==> config.mk <==
export PLATFORM = sky130hd
export DESIGN_NAME = wb_regfile
export DESIGN_NICKNAME = d
export VERILOG_FILES = /design/src/rtl/wb_regfile_pkg.sv /design/src/rtl/regfile_read_port.sv /design/src/rtl/wb_regfile.sv
export SDC_FILE = /design/constraint.sdc
export NUM_CORES = 2
export LEC_CHECK = 0
export CAP_MARGIN = 20
export CORE_ASPECT_RATIO = 1.2
export CORE_MARGIN = 2
export CORE_UTILIZATION = 57
export DETAILED_ROUTE_END_ITERATION = 8
export PLACE_DENSITY_LB_ADDON = 0.05
export REMOVE_ABC_BUFFERS = 1
export SLEW_MARGIN = 20
export SYNTH_ARGS = -nofsm -noshare
export SYNTH_HDL_FRONTEND = slang
export SYNTH_SLANG_ARGS = --single-unit
==> constraint.sdc <==
create_clock -name clk -period 35.1 [get_ports clk]
set_input_delay 7.02 -clock clk [delete_from_list [all_inputs] [get_ports clk]]
set_output_delay 7.02 -clock clk [all_outputs]
set_load 0.005 [all_outputs]
==> src/rtl/wb_regfile_pkg.sv <==
// Shared pipeline constants for the write-back register file and its benches.
// Latency: none (declarations only).
// Backpressure: none (declarations only).
package wb_regfile_pkg;

  localparam int DATA_W_DEF = 32;
  localparam int ADDR_W_DEF = 5;

  // Architectural zero register: never written, always reads 0.
  localparam int ZERO_REG = 0;

  // Named register indices for directed stimulus.
  localparam int REG_T0 = 8;
  localparam int REG_T1 = 9;
  localparam int REG_T2 = 10;
  localparam int REG_RA = 31;

endpackage : wb_regfile_pkg

==> src/rtl/regfile_read_port.sv <==
// One decode-side read port: zero-register check, write-back bypass, entry select.
// Latency: purely combinational; the top registers the result.
// Backpressure: none; the caller decides whether the selected value is loaded.
module regfile_read_port
  import wb_regfile_pkg::*;
#(
  parameter int DATA_W = DATA_W_DEF,
  parameter int ADDR_W = ADDR_W_DEF
) (
  input  logic [ADDR_W-1:0]                   rd_addr,
  input  logic                                wr_en,
  input  logic [ADDR_W-1:0]                   wr_addr,
  input  logic [DATA_W-1:0]                   wr_data,
  input  logic [(2**ADDR_W)-1:0][DATA_W-1:0]  entries,
  output logic [DATA_W-1:0]                   rd_data
);

  // Register 0 reads 0; a same-cycle committed write to the named register wins over storage.
  always_comb begin
    rd_data = '0;
    if (rd_addr != ADDR_W'(ZERO_REG)) begin
      if (wr_en && (wr_addr == rd_addr)) begin
        rd_data = wr_data;
      end else begin
        rd_data = entries[rd_addr];
      end
    end
  end

endmodule : regfile_read_port

==> src/rtl/wb_regfile.sv <==
// Integer register file fed by write-back, with two bypassed, registered decode read ports.
// Latency: 1 cycle from rs_addr/rt_addr to rs_data/rt_data; writes land on the same edge.
// Backpressure: stall holds the operand latch, flush zeroes it; write-back always retires.
module wb_regfile
  import wb_regfile_pkg::*;
#(
  parameter int DATA_W = DATA_W_DEF,
  parameter int ADDR_W = ADDR_W_DEF,
  parameter int CNT_W  = 16
) (
  input  logic              clk,
  input  logic              rst,
  input  logic              wb_regwrite,
  input  logic [ADDR_W-1:0] wb_rd,
  input  logic [DATA_W-1:0] wb_data,
  input  logic [ADDR_W-1:0] rs_addr,
  input  logic [ADDR_W-1:0] rt_addr,
  input  logic              stall,
  input  logic              flush,
  output logic [DATA_W-1:0] rs_data,
  output logic [DATA_W-1:0] rt_data,
  output logic [CNT_W-1:0]  wr_count
);

  localparam int NREG = 2**ADDR_W;

  logic [NREG-1:0][DATA_W-1:0] mem_q, mem_d;
  logic [DATA_W-1:0]           rs_q, rs_d, rt_q, rt_d;
  logic [DATA_W-1:0]           rs_sel, rt_sel;
  logic [CNT_W-1:0]            cnt_q, cnt_d;
  logic                        wr_en;

  // A write commits only when enabled and not aimed at the zero register.
  assign wr_en = wb_regwrite && (wb_rd != ADDR_W'(ZERO_REG));

  regfile_read_port #(.DATA_W(DATA_W), .ADDR_W(ADDR_W)) u_port_rs (
    .rd_addr (rs_addr),
    .wr_en   (wr_en),
    .wr_addr (wb_rd),
    .wr_data (wb_data),
    .entries (mem_q),
    .rd_data (rs_sel)
  );

  regfile_read_port #(.DATA_W(DATA_W), .ADDR_W(ADDR_W)) u_port_rt (
    .rd_addr (rt_addr),
    .wr_en   (wr_en),
    .wr_addr (wb_rd),
    .wr_data (wb_data),
    .entries (mem_q),
    .rd_data (rt_sel)
  );

  // Next storage state: the committed write updates its entry regardless of stall/flush.
  always_comb begin
    mem_d = mem_q;
    if (wr_en) begin
      mem_d[wb_rd] = wb_data;
    end
  end

  // Operand latch next state: flush beats stall, stall beats a fresh load.
  always_comb begin
    rs_d = rs_q;
    rt_d = rt_q;
    if (flush) begin
      rs_d = '0;
      rt_d = '0;
    end else if (!stall) begin
      rs_d = rs_sel;
      rt_d = rt_sel;
    end
  end

  // Retired-write counter wraps naturally at its width.
  always_comb begin
    cnt_d = cnt_q + CNT_W'(wr_en);
  end

  // All state clears asynchronously; reset also drops any write presented that cycle.
  always_ff @(posedge clk or posedge rst) begin
    if (rst) begin
      mem_q <= '0;
      rs_q  <= '0;
      rt_q  <= '0;
      cnt_q <= '0;
    end else begin
      mem_q <= mem_d;
      rs_q  <= rs_d;
      rt_q  <= rt_d;
      cnt_q <= cnt_d;
    end
  end

  assign rs_data  = rs_q;
  assign rt_data  = rt_q;
  assign wr_count = cnt_q;

endmodule : wb_regfile

==> results.toml <==
[outcome]
status = "finished clean"

[worst_setup_path]
critical_path_class = "primary input to asynchronous set/reset pin"
reg2reg_slack_ns = 33.07
cp-start-kind = "primary input"
cpMostUsedCell = "buf_4"
max_stage_delay_ns = 0.82
r2r_end = "rs_data[25]"
cp_max_fo = 119
required_ns = 35.80
slowest_stage = "buf_4"
critical_path.cell_chain = "clkdlybuf4s50_1, inv_8, buf_4, buf_4, buf_16, buf_4, buf_16, buf_4"
cp-end-kind = "asynchronous set/reset pin"
reg2reg_from = "mem_q[761]"
crit_arrival_ns = 11.40
reg2reg_depth = 5

[yosys]
synth_fa_ha_area_frac = 0.000655
synth_warnings = 0
synth_area_sq_um = 57300
muxShareOfSynthArea = 0.423
seq_area_frac_synth = 0.482
synth_edf_count = 0
ys_ff_latch = 1104
synth-compound-area-share = 0.0411
ys_types = 47
synth_xor_xnor_area_share = 0.00367
syn_inst = 3731
synth_top_family_by_area = "multiplexers"
ys.flop_type = "dfrtp_1"
synthArstFlopShare = 1.00
avgSynthCellArea_sq_um = 15.4
synthSimpleGateAreaFrac = 0.0163

[clock_network]
cts_tree = "built"
clock_path_buffers = 3
root_buffer = "clkbuf_16"
cts.sinks = 1104
htree_levels = 3
cts.clk_slew.worst_paths_ns = 0.06
clk_latency_ns = 0.70
cts_setup_buffers = 0
numCtsBuffers = 114
holdBufCountCts = 0
cts.repair.resized = 0

[layout]
areaGrowthSynthToFinish_pct = 10.4
drive_gt1_frac = 0.476
fill_cells = 7263
post-route-util = 0.634
num-nets-final = 3688
final_cells = 5022

[sta]
period_needed_ns = 10.70
final-max-slew-violation-count = 0
fmax_mhz = 93.4
tns_ns = 0
worst_pin_slew_ns = 1.22
finalSetupViolations = 0
hold_viol_final = 0
rsz0062_at_grt = "no"
fin_worst_skew_ns = 0.0251
slew_headroom = 0.184
post-route-period-util = 0.305

[global_routing]
grt_antenna_before_repair = 6
grt_util_all_layers = 0.364
overflow = 0
grt_pass1_wl_microns = 270000
grt_pass1_vias = 38600
grt_max_degree = 190

[drt]
vias_per_cell = 7.25
drt_iter0_drc = 3468
post-route-drc-count = 0
first_pass_iters = 7
ant_nets = 0
vias = 36400
avgRoutedWirePerCell_microns = 36.6
finalWirelength_microns = 184000

[placement]
port_buffers = 131
placed_cells = 4803
hpwlAfterDp_microns = 99400
routabilityCongestion = 0.809

[worst_hold_path]
worstHoldPathType = "register to register"
hold_path_end = "mem_q[4]"
min_path_cells = 0
min-delay-start = "mem_q[4]"

[floorplan]
ioPinCount = 132
die_y_microns = 351
die_w_microns = 293
start_util = 0.574
core_sq_um = 99800
num_rows = 127
dieArea_sq_um = 103000

[power_and_ir_drop]
p_leak_nw = 27.4
p_total_w = 0.00368
peakVddDrop_mv = 0.0456
cellPowerDensity_nw_per_um2 = 58.2

[run]
drv_cap = 0
layout by cell type (no fill, tap or decap), types with 45 or more instances in the layout:
cell	instances
a211oi_1	45
a22oi_1	72
buf_4	80
clkbuf_16	117
clkdlybuf4s50_1	107
dfrtp_1	1104
mux2_1	120
mux2_2	909
mux2i_1	132
mux4_2	499
nand2_1	71
o221ai_1	50
through the flow:
stage | hold slack (ns) | worst slack (ns) | instance area, sq um
floorplan | 0.365 | -3.00 | 55400
global placement | 0.378 | 23.37 | 59200
detailed placement | 0.385 | 23.11 | 59200
CTS | 0.398 | 23.83 | 63200
global route | 0.412 | 23.80 | 63300
finish | 0.396 | 24.40 | 63300
registers in the layout, summed over array words and instances, names as in the netlist:
| signal | cells |
|---|---|
| wr_count | 16 |
| mem_q | 1024 |
| rt_data | 32 |
| rs_data | 32 |
synth_stat cells, types with 2 or more instances:
library cell	instances	share of area
clkbuf_1	233	0.015
a22oi_1	72	0.0094
a221oi_1	10	0.0015
o211ai_1	32	0.0042
dfrtp_1	1104	0.48
xor2_1	14	0.0021
nand3b_1	6	0.00079
nor2b_1	6	0.00066
a221o_1	30	0.0052
buf_2	110	0.0096
mux2_1	120	0.024
mux2i_1	132	0.023
a21oi_1	31	0.0027
xnor2_1	10	0.0015
nand2_1	86	0.0056
buf_1	60	0.0039
mux4_2	499	0.20
or3b_1	2	0.00031
buf_6	7	0.0014
mux2_4	5	0.0013
inv_1	4	0.00026
nand4_1	2	0.00022
a211oi_1	45	0.0059
or3_1	5	0.00055
nor3b_1	4	0.00052
nor2_1	31	0.0020
nor3_1	2	0.00017
and2_1	3	0.00033
ha_1	3	0.00066
a22o_1	15	0.0023
o21ai_1	2	0.00017
buf_4	23	0.0030
a221oi_2	5	0.0013
nand3_1	43	0.0038
o221ai_1	50	0.0076
mux2_2	909	0.18
and3_1	6	0.00066
cell families after synthesis:
logic type	count (synthesis)
fa+ha+maj	3
simple gates	201
flops	1104
buf+inv	437
xor+xnor	24
mux	1665
compound gates	297
where the power goes:
part	internal, W	total, W	switching (W)	leakage [nW]
combinational	0.000427	0.000699	0.000272	11.2
clock	0.000767	0.00129	0.000527	1.99
sequential	0.00151	0.00169	0.000180	14.2
metal layers:
| metal | vias to the layer above | global-route usage | wire length, microns |
|---|---|---|---|
| li1 | 14300 | - | - |
| met1 | 19800 | 0.485 | 71000 |
| met2 | 1834 | 0.589 | 88600 |
| met3 | 460 | 0.0742 | 15400 |
| met4 | 0 | 0.155 | 8770 |
| met5 | - | 0 | 0 |
area by class of cell:
class / count / area [sq um] / share of cell area
timing repair buffer: 219 / 2030 / 0.0321
sequential: 1104 / 27600 / 0.437
inverter: 4 / 22.5 / 0.000356
clock inverter: 51 / 632 / 0.00998
antenna: 5 / 12.5 / 0.000198
clock buffer: 159 / 3360 / 0.0530
multi-input combinational: 2190 / 28000 / 0.442
tap: 1290 / 1610 / 0.0255
worst max path at each step:
| stage | start | slack [ns] | cells after the start | end |
|---|---|---|---|---|
| 2_1_floorplan | rst | -3.00 | 1 | mem_q[0] |
| 3_3_place_gp | rst | 23.37 | 6 | mem_q[1006] |
| 3_5_place_dp | rst | 23.11 | 6 | mem_q[878] |
| 4_1_cts | rst | 23.83 | 6 | mem_q[910] |
| 5_1_grt | rst | 23.80 | 8 | mem_q[430] |
| 6_report | rst | 24.40 | 8 | mem_q[430] |
critical path: cells and delay by family:
| kind | cells | cell delay, ns |
|---|---|---|
| buffers and inverters | 8 | 4.13 |
Note: power is estimated with default switching activity, not from simulation.
